### src/rtl/aes_stream_ctrl.sv
// Stream front-end for an AES_top core: buffers plaintext blocks, runs one core
// operation at a time in ECB or CTR mode, and guards each operation with a timeout.
module aes_stream_ctrl #(
    parameter int FIFO_DEPTH = 4,
    parameter int MODE       = 0,
    parameter int TIMEOUT    = 64
) (
    input  logic         AES_clk,
    input  logic         AES_rst_n,
    input  logic         AES_start,
    input  logic [127:0] AES_key_in,
    input  logic [127:0] AES_iv_in,
    input  logic         s_valid,
    output logic         s_ready,
    input  logic [127:0] s_data,
    output logic         m_valid,
    input  logic         m_ready,
    output logic [127:0] m_data,
    output logic         core_en,
    output logic [127:0] core_data_in,
    output logic [127:0] core_key,
    input  logic [127:0] core_data_out,
    input  logic         core_data_out_valid,
    output logic         busy,
    output logic         timeout_err,
    output logic [1:0]   o_dbg_state
);
    // Valid/ready: a beat transfers on a rising edge where valid and ready are both high;
    // m_valid then holds with m_data stable until it is accepted.
    localparam int AW = (FIFO_DEPTH > 1) ? $clog2(FIFO_DEPTH) : 1;
    localparam int CW = $clog2(FIFO_DEPTH + 1);
    localparam int TW = $clog2(TIMEOUT + 1);

    typedef enum logic [1:0] {
        ST_IDLE   = 2'd0,
        ST_LAUNCH = 2'd1,
        ST_WAIT   = 2'd2,
        ST_ERR    = 2'd3
    } state_t;

    state_t        r_state;
    state_t        w_state_nxt;
    logic [127:0]  r_fifo [FIFO_DEPTH];
    logic [AW-1:0] r_wr_ptr;
    logic [AW-1:0] r_rd_ptr;
    logic [CW-1:0] r_count;
    logic [127:0]  r_key;
    logic [127:0]  r_ctr;
    logic [127:0]  r_pt;
    logic [TW-1:0] r_tcnt;
    logic          w_push;
    logic          w_pop;
    logic          w_done;
    logic          w_tmo;
    logic          w_out_free;
    logic          w_flush;
    logic          w_start_ok;
    logic [127:0]  w_head;

    always_ff @(posedge AES_clk or negedge AES_rst_n) begin
        if (!AES_rst_n) begin
            r_state <= ST_IDLE;
        end else begin
            r_state <= w_state_nxt;
        end
    end

    always_comb begin
        w_state_nxt = r_state;
        case (r_state)
            ST_IDLE:   if ((r_count != '0) && w_out_free) w_state_nxt = ST_LAUNCH;
            ST_LAUNCH: w_state_nxt = ST_WAIT;
            ST_WAIT: begin
                if (w_done)     w_state_nxt = ST_IDLE;
                else if (w_tmo) w_state_nxt = ST_ERR;
            end
            ST_ERR:    if (AES_start) w_state_nxt = ST_IDLE;
            default:   w_state_nxt = ST_IDLE;
        endcase
    end

    // Full blocks pushes even when a pop happens the same cycle.
    always_comb begin
        s_ready    = (r_count != CW'(FIFO_DEPTH)) && (r_state != ST_ERR);
        w_push     = s_valid && s_ready;
        w_pop      = (r_state == ST_LAUNCH);
        w_done     = (r_state == ST_WAIT) && core_data_out_valid;
        w_tmo      = (r_state == ST_WAIT) && !core_data_out_valid && (r_tcnt == TW'(TIMEOUT - 1));
        w_out_free = !m_valid || m_ready;
        w_flush    = (r_state == ST_ERR);
        w_start_ok = AES_start && ((r_state == ST_IDLE) || (r_state == ST_ERR));
        w_head     = r_fifo[r_rd_ptr];
    end

    assign core_key    = r_key;
    assign o_dbg_state = r_state;

    always_ff @(posedge AES_clk) begin
        if (w_push) r_fifo[r_wr_ptr] <= s_data;
    end

    always_ff @(posedge AES_clk or negedge AES_rst_n) begin
        if (!AES_rst_n) begin
            r_wr_ptr <= '0;
            r_rd_ptr <= '0;
            r_count  <= '0;
        end else if (w_flush) begin
            r_wr_ptr <= '0;
            r_rd_ptr <= '0;
            r_count  <= '0;
        end else begin
            if (w_push) r_wr_ptr <= r_wr_ptr + AW'(1);
            if (w_pop)  r_rd_ptr <= r_rd_ptr + AW'(1);
            if (w_push && !w_pop)      r_count <= r_count + CW'(1);
            else if (!w_push && w_pop) r_count <= r_count - CW'(1);
        end
    end

    always_ff @(posedge AES_clk or negedge AES_rst_n) begin
        if (!AES_rst_n) begin
            r_key        <= '0;
            r_ctr        <= '0;
            r_pt         <= '0;
            r_tcnt       <= '0;
            core_en      <= 1'b0;
            core_data_in <= '0;
            busy         <= 1'b0;
            timeout_err  <= 1'b0;
            m_valid      <= 1'b0;
            m_data       <= '0;
        end else begin
            if (w_start_ok) begin
                r_key <= AES_key_in;
                r_ctr <= AES_iv_in;
            end else if (w_done && (MODE == 1)) begin
                r_ctr <= r_ctr + 128'd1;
            end
            if (w_pop) begin
                r_pt         <= w_head;
                core_data_in <= (MODE == 1) ? r_ctr : w_head;
                core_en      <= 1'b1;
                busy         <= 1'b1;
                r_tcnt       <= '0;
            end
            if (r_state == ST_WAIT) begin
                if (w_done || w_tmo) begin
                    core_en <= 1'b0;
                    busy    <= 1'b0;
                end else begin
                    r_tcnt <= r_tcnt + TW'(1);
                end
            end
            if (w_tmo) timeout_err <= 1'b1;
            else if (w_flush && AES_start) timeout_err <= 1'b0;
            // CTR results are keystream XOR the plaintext captured at launch.
            if (w_done) begin
                m_valid <= 1'b1;
                m_data  <= (MODE == 1) ? (core_data_out ^ r_pt) : core_data_out;
            end else if (m_valid && m_ready) begin
                m_valid <= 1'b0;
            end
        end
    end
endmodule

### config.mk
export PLATFORM = sky130hd
export DESIGN_NAME = aes_stream_ctrl
export DESIGN_NICKNAME = d
export VERILOG_FILES = /design/src/rtl/aes_stream_ctrl.sv
export SDC_FILE = /design/constraint.sdc
export NUM_CORES = 1
export LEC_CHECK = 0
export CORE_AREA = 4 4 352 354
export DETAILED_ROUTE_END_ITERATION = 16
export DIE_AREA = 0 0 356 358
export SLEW_MARGIN = 15
export SYNTH_ARGS = -nofsm -noshare
export SYNTH_HDL_FRONTEND = slang
export SYNTH_SLANG_ARGS = --single-unit
### constraint.sdc
create_clock -name AES_clk -period 6.05 [get_ports AES_clk]
set_input_delay 0.605 -clock AES_clk [delete_from_list [all_inputs] [get_ports AES_clk]]
set_output_delay 0.605 -clock AES_clk [all_outputs]
set_load 0.1 [all_outputs]
==> flow_summary.toml, run 1 <==
[clock_network]
cts_max_level = 3
clk_pin_slew_ps = 60
cts.sinks = 916
cts-resized-gates = 0
cts_buffer_depth = 3
cts_root_buf = "clkbuf_16"
clk_latency_ps = 660
post_cts_buffers = 0
cts_tree = "yes"
cts-buffers-inserted = 100

[setup_path]
end_kind = "register"
r2r_end = "r_fifo[0][60]"
cp_slowest_cell = "and2_4"
rrSetupSlack_ps = 2400
cp.required_ps = 6340
r2r-start = "o_dbg_state[0]"
worst_r2r_path_depth = 5
crit_type = "register to register"
path_max_fanout = 46
slowest_delay_ps = 770
critPathLaunchType = "register"
path_cells = "ha_1, nand2b_1, nor2_1, and2_4, buf_4"
crit_start = "o_dbg_state[0]"
arrival_ps = 3950
critPathCapture = "r_fifo[0][60]"

[synthesis]
yosysUniqueCellTypes = 43
syn_nets = 2129
synth.most_common_cell = "edfxtp_1"
syn_inst = 1600
ys_async_sr_fraction = 0.441
ys_ff_latch = 916
synth.avg_cell_area_um2 = 21.1
yosysTopAreaCellShare = 0.455
synth.largest_area_cell = "edfxtp_1"
synth_area_leaders = "edfxtp_1, dfrtp_1, mux2_2, mux4_2, buf_2"
syn_area_mm2 = 0.0338
ys_seq_area_frac = 0.754
ys_warn_count = 0
synthFlopType = "edfxtp_1"
synth_common_cells = "edfxtp_1, dfrtp_1, mux2_2"
synth_edf_count = 512

[placed_design]
numPortBuffers = 780
dpl.cell_count = 3953
hpwlAfterDp_um = 67800
gp_congestion = 0.868

[cells_and_area]
nets = 2960
final_core_util = 0.386
final_cells = 4151
syn_to_final_growth_pct = 38.4
drive_gt1_frac = 0.287

[floorplanning]
die_w_um = 356
start_util = 0.279
die_y_um = 358
die-area_mm2 = 0.127
num_rows = 128
coreArea_mm2 = 0.121
pin_count = 909

[sta]
hold_violations = 0
finalCritPeriodShare = 0.604
fmaxAchievable_ghz = 0.274
min_period_ps = 3650
max-slew-margin-rel = 0.202
rsz0062_at_grt = "false"
timing.hold.ws_ps = 480
setup_viol = 0
timing.setup.tns_ps = 0
finClkSkew_ps = 21.7
tightest_slew_ps = 1190
finalMaxSlewViolations = 0

[global_routing]
antenna_found_initial = 23
grt_usage = 0.148
grt_pass1_vias = 19900
overflow = 0
grt_start_max_net_pins = 130
grt_pass1_wl_um = 139000

[routing]
wl_um = 97600
remaining_drc_errors = 0
ant_nets = 0
drtIter0Drc = 830
vias_per_cell = 4.35
first_pass_iters = 5
vias = 18000
wl_per_cell_um = 23.5

[flow_run]
cap_violations = 0

[run_status]
outcome = "finished clean"

[hold_path]
hp-class = "register to register"
min_from = "r_tcnt[5]"
[worst max-delay path: cells and delay by family, from the launching register on]
family                   cells  cell delay (ps)
adder cells (fa/ha/maj)      1              500
buffers and inverters        1              600
flip-flops                   1              480
AND/OR/NAND/NOR              3             1660
[sequential cells by signal (all words and copies together), names as in the netlist, 2 cells and up]
name,count
r_tcnt,7
o_dbg_state,2
m_data,128
core_key,128
r_rd_ptr,2
core_data_in,128
r_wr_ptr,2
r_count,3
r_fifo,512
[metrics by stage]
stage,setup WS (ps),cell area (um^2)
after CTS,2210,46700
after global placement,2320,43500
after floorplan,889,33800
after global routing,2060,46700
after detailed placement,2230,43500
final,2400,46800
[worst min-delay path by stage]
stage            endpoint  slack (ps)  cells past startpoint
6_report        r_tcnt[5]         480                      1
5_1_grt        m_data[50]         490                      2
4_1_cts        m_data[33]         470                      2
3_5_place_dp      core_en         470                      1
3_3_place_gp    r_tcnt[5]         470                      1
2_1_floorplan        busy         310                      0
[cells by family (layout without fill, tap and decap cells)]
| group | after synthesis | after routing | synth area share |
|---|---|---|---|
| other cells | 0 | 10 | 0 |
| buf+inv | 81 | 997 | 0.0128 |
| xor+xnor | 2 | 2 | 0.000519 |
| simple gates | 49 | 49 | 0.00796 |
| flops | 916 | 916 | 0.754 |
| mux | 518 | 518 | 0.215 |
| compound gates | 23 | 23 | 0.00493 |
| fa+ha+maj | 11 | 11 | 0.00430 |
[layout by cell type (no fill, tap or decap), types with 3 or more instances in the layout]
| master | netlist | final |
|---|---|---|
| nor2_1 | 7 | 7 |
| inv_1 | 6 | 6 |
| mux2_2 | 387 | 387 |
| diode_2 | 0 | 10 |
| clkinv_2 | 0 | 19 |
| clkbuf_8 | 0 | 9 |
| clkbuf_1 | 21 | 27 |
| mux4_2 | 128 | 128 |
| o31ai_1 | 3 | 3 |
| edfxtp_1 | 512 | 512 |
| clkinv_1 | 0 | 13 |
| clkdlybuf4s50_1 | 0 | 755 |
| bufinv_16 | 0 | 6 |
| clkbuf_16 | 0 | 104 |
| dfrtp_1 | 404 | 402 |
| o21a_1 | 3 | 3 |
| ha_1 | 10 | 9 |
| inv_6 | 0 | 3 |
| nand2b_1 | 6 | 6 |
| nand2_1 | 12 | 11 |
| nor2b_1 | 4 | 3 |
| buf_4 | 0 | 40 |
| buf_12 | 0 | 7 |
| and2_4 | 0 | 4 |
| nor3_1 | 5 | 5 |
| o21ai_0 | 6 | 6 |
[what timing repair did]
item,4_1_cts,5_1_grt
endpoints found under the hold margin,95,0
hold buffers,1,0
setup endpoints to repair,0,0
[layer usage]
layer / wire (um) / track usage / share of wire
met2: 48000 / 0.248 / 0.49
met1: 36400 / 0.168 / 0.37
met4: 4430 / 0.0671 / 0.045
met5: 125 / 0 / 0.0013
met3: 8740 / 0.0570 / 0.089
[cell type report]
cell class                      count  area [um^2]
Timing Repair Buffer              804         8020
Sequential cell                   916        25500
Antenna cell                       10         25.0
Fill cell                       11000        74300
Multi-Input combinational cell    603         7910
Clock inverter                     47          430
Inverter                            6         22.5
Clock buffer                      140         2830
Tap cell                         1625         2030
Power of run 1 is not shown: default switching activity piles up to over one toggle a cycle in this logic, so the estimate is an artifact.
==> run 2, diff against run 1 <==
clock period = 3.75 ns   (was 6.05 ns; I/O delays follow)
==> run 2 against run 1 <==
  * Critical path depth stayed put
  * Highest routed layer unchanged
  * Flip-flop and latch count is the same
  * Count of clock-buffer cells in the layout down 4
  * Via count grew 0.78%
  * Sequential share of layout area decreased by 0.49 points
  * First-iteration DRC count rose by 7.0%
  * Final cell count rose by 0.41%
  * Global-route usage up 0.18 points
  * Maximum frequency is 25% higher
  * Worst hold slack got worse by 170 ps
  * Worst setup slack worse by 1600 ps
  * Wire length grew 0.73%
  * Critical endpoint is now r_fifo[3][45]
==> flow_summary.toml, run 2 (synthesized netlist as in run 1, its figures left out) <==
[global_routing]
grt_usage = 0.150
overflow = 0
grt_pass1_vias = 20000
grt_pass1_wl_um = 140000
grt_start_max_net_pins = 141
antenna_found_initial = 26

[setup_path]
path_cells = "ha_1, nand2b_1, nor2_1, and2_4, buf_12"
crit_type = "register to register"
end_kind = "register"
critPathLaunchType = "register"
r2r_end = "r_fifo[3][45]"
critical_path.top_delay_family = "simple AND/OR/NAND/NOR gates"
crit_start = "o_dbg_state[0]"
worst-path-buf-inv = 1
path_max_fanout = 57
r2r-start = "o_dbg_state[0]"
slowest_delay_ps = 490
rrSetupSlack_ps = 830
cp_slowest_cell = "and2_4"
arrival_ps = 3240
worst_r2r_path_depth = 5
cp.required_ps = 4080

[hold_path]
hp-class = "input pin to register"
holdPathStages = 2
min_to = "core_key[78]"
min_from = "AES_key_in[78]"

[cells_and_area]
final_area_mm2 = 0.0472
drive_gt1_frac = 0.299
layout_common_cells = "clkdlybuf4s50_1, edfxtp_1, dfrtp_1"
regMostFlops = "r_fifo"
syn_to_final_growth_pct = 39.7
nets = 2978
largest_register_ffs = 512
final_common_cell = "clkdlybuf4s50_1"

[placed_design]
numPortBuffers = 780
hpwlAfterDp_um = 69200
place_area_mm2 = 0.0438
gp_congestion = 0.854
dpl_worst_slack_ps = 882

[routing]
vias_per_cell = 4.36
ant_nets = 0
wl_per_cell_um = 23.6
vias = 18200
wl_um = 98300
remaining_drc_errors = 0
drtIter0Drc = 888
first_pass_iters = 5

[sta]
setup_viol = 0
setup_slack_ps = 831
timing.hold.ws_ps = 306
finalMaxSlewViolations = 0
min_period_ps = 2920
rsz0062_at_grt = "false"
finalCritPeriodShare = 0.778
hold_violations = 0
max-slew-margin-rel = 0.208
finClkSkew_ps = 55.2
tightest_slew_ps = 1180
fmaxAchievable_ghz = 0.343

[clock_network]
post_cts_buffers = 0
clk_latency_ps = 690
cts-buffers-inserted = 99
cts_max_level = 3
clk_pin_slew_ps = 60
cts_tree = "yes"
cts.sinks = 916
cts_root_buf = "clkbuf_16"
cts_buffer_depth = 3

[floorplanning]
pin_count = 909
start_util = 0.279
die_y_um = 358
num_rows = 128
die_w_um = 356
die-area_mm2 = 0.127
coreArea_mm2 = 0.121

[run_status]
outcome = "finished clean"

[flow_run]
cap_violations = 0
[run 2: changes by cell type in the layout (fill, tap and decap cells not counted), sizes merged]
| cell | previous run | this run |
|---|---|---|
| diode | 10 | 11 |
| buf | 48 | 75 |
| clkinvlp | 2 | 4 |
| clkdlybuf4s50 | 755 | 747 |
| bufinv | 6 | 9 |
| clkbuf | 140 | 136 |
| inv | 11 | 12 |
| clkinv | 34 | 29 |
[run 2: repair_timing]
| action | in CTS | in global routing |
|---|---|---|
| hold buffers | 1 | 0 |
| endpoints found under the hold margin | 78 | 0 |
| resized for setup | 0 | 0 |
[run 2: stage by stage]
step / utilization / setup TNS (ps) / instances
detailed placement: 0.361 / 0 / 3972
floorplan: - / -75.3 / 1600
finish: 0.390 / 0 / 4168
CTS: 0.389 / 0 / 4157
global route: 0.390 / 0 / 4158
global placement: 0.361 / 0 / 3972
[run 2: metal layers]
layer,global-route usage,share of wire,vias to the layer above
li1,-,-,7971
met1,0.165,0.36,9455
met2,0.270,0.52,588
met3,0.0594,0.086,148
met4,0.0385,0.024,24
met5,0,0.0017,-
[run 2: worst reg2reg max path: stages, from the launching register on]
cell and delay, ps:
dfrtp_1 470, ha_1 410, nand2b_1 260, nor2_1 420, and2_4 490, buf_12 340
[run 2: cell type report]
class                   count  area [um^2]
diodes                     11         27.5
well taps                1625         2030
clock buffers             136         2750
repair buffers            823         8310
flip-flops and latches    916        25500
multi-input cells         603         7910
clock inverters            48          647
inverters                   6         22.5
fillers                 11100        73900
[run 2: how the worst max path moves through the flow]
| stage | end | slack (ps) | cells past startpoint |
|---|---|---|---|
| 2_1_floorplan | r_fifo[0][0] | -0.1 | 4 |
| 3_3_place_gp | r_fifo[3][127] | 930 | 5 |
| 3_5_place_dp | r_fifo[3][105] | 880 | 5 |
| 4_1_cts | r_fifo[2][46] | 830 | 5 |
| 5_1_grt | r_fifo[3][45] | 680 | 5 |
| 6_report | r_fifo[3][45] | 830 | 5 |
Power of run 2 is left out for the same reason.
==> run 3, diff against run 2 <==
CORE_AREA = 4 4 357 359   (was 4 4 352 354)
DIE_AREA = 0 0 361 363   (was 0 0 356 358)
clock period = 2.6 ns   (was 3.75 ns; I/O delays follow)
==> run 3 against run 2 <==
  * Largest cell class unchanged
  * Register-to-register slack worse by 630 ps
  * Final area is 1.4% lower
  * Flip-flop and latch count stayed put
  * Core utilization is 1.4 points lower
  * Non-clock buffer count is 32 higher
  * Final cell count is 1.1% higher
  * First-iteration DRC count is 0.79% lower
==> flow_summary.toml, run 3 (synthesized netlist as in run 1, its figures left out) <==
[global_routing]
grtUsageMet2 = 0.258
grt_use_met1 = 0.173
grt_pass1_wl_um = 145000
grt_pass1_vias = 20100
antenna_found_initial = 26
grt_usage = 0.151
grt_start_max_net_pins = 95
grt_busiest_layer = "met2"
grt.met3_usage = 0.0594
overflow = 0

[sta]
finalCritPeriodShare = 0.924
timing.hold.ws_ps = 173
fmaxAchievable_ghz = 0.416
timing.setup.tns_ps = 0
max-slew-margin-rel = 0.447
rsz0062_at_grt = "false"
min_period_ps = 2400
hold_violations = 0
finalMaxSlewViolations = 0
tightest_slew_ps = 830
finClkSkew_ps = 28.7
setup_viol = 0

[run_status]
outcome = "finished clean"

[placed_design]
hpwlAfterDp_um = 73400
numPortBuffers = 780
place_area_mm2 = 0.0433
gp_congestion = 0.865

[clock_network]
cts_root_buf = "clkbuf_16"
cts-resized-gates = 0
cts-buffers-inserted = 98
cts.sinks = 916
cts_max_level = 3
cts_buffer_depth = 3
cts_tree = "yes"
clk_latency_ps = 710
clk_pin_slew_ps = 60

[floorplanning]
die_w_um = 361
die-area_mm2 = 0.131
start_util = 0.273
num_rows = 129
pin_count = 909
coreArea_mm2 = 0.124
die_y_um = 363

[setup_path]
critPathLaunchType = "register"
crit_type = "register to register"
r2r_end = "r_fifo[1][99]"
cp.required_ps = 2960
end_kind = "register"
r2r-start = "o_dbg_state[1]"
rrSetupSlack_ps = 200
path_max_fanout = 19
worst_r2r_path_depth = 6
arrival_ps = 2760

[cells_and_area]
final_area_mm2 = 0.0465
nets = 3009
layout_common_cells = "edfxtp_1, buf_4, dfrtp_1"
final_core_util = 0.376
fillers = 11400
largest_register_ffs = 512
regMostFlops = "r_fifo"
final_common_cell = "edfxtp_1"
drive_gt1_frac = 0.445
multi_input_area_mm2 = 0.00794
syn_to_final_growth_pct = 37.8
regArea_mm2 = 0.0255

[routing]
vias = 18200
first_pass_iters = 4
wl_um = 101000
ant_nets = 0
wl_per_cell_um = 23.9
drtIter0Drc = 881
remaining_drc_errors = 0
vias_per_cell = 4.33

[hold_path]
min_from = "AES_key_in[9]"
min_to = "core_key[9]"
holdPathStages = 2
hp-class = "input pin to register"

[flow_run]
cap_violations = 0
-- run 3: worst max-delay path by stage --
stage	slack (ps)	depth (start not counted)	end	startpoint
after floorplan	20	3	s_ready	o_dbg_state[1]
after global placement	150	7	r_count[2]	s_valid
after detailed placement	140	6	r_fifo[1][103]	o_dbg_state[1]
after CTS	120	6	r_fifo[1][102]	o_dbg_state[1]
after global routing	50	6	r_fifo[3][98]	o_dbg_state[1]
final	200	6	r_fifo[1][99]	o_dbg_state[1]
-- run 3: stage by stage --
step	instances	setup slack (ps)
2_1_floorplan	1600	17.5
3_5_place_dp	4016	137
3_3_place_gp	4016	148
4_1_cts	4203	121
5_1_grt	4206	54.9
6_report	4214	198
-- run 3: routing by layer --
layer / share of wire / wire length [um]
met3: 0.088 / 8890
met1: 0.38 / 38600
met5: 0.0016 / 157
met2: 0.50 / 50600
met4: 0.027 / 2680
-- run 3: worst max-delay path, stage by stage (launching register included) --
cell      delay (ps)
dfrtp_4          470
buf_4            160
ha_4             220
nand2b_4         170
nor2_4           240
and2_4           420
buf_4            370
-- run 3: final cells by class --
cell class	instances	area share
multi-input combinational	603	0.170
clock buffer	145	0.0597
clock inverter	41	0.00906
sequential	916	0.548
inverter	6	0.000484
tap	1637	0.0440
antenna	11	0.000591
timing repair buffer	855	0.168
-- run 3: repair_timing --
item,CTS,global route
buffers inserted,0,0
hold buffers,1,0
endpoints found under the hold margin,61,0
Power of run 3 is left out for the same reason.
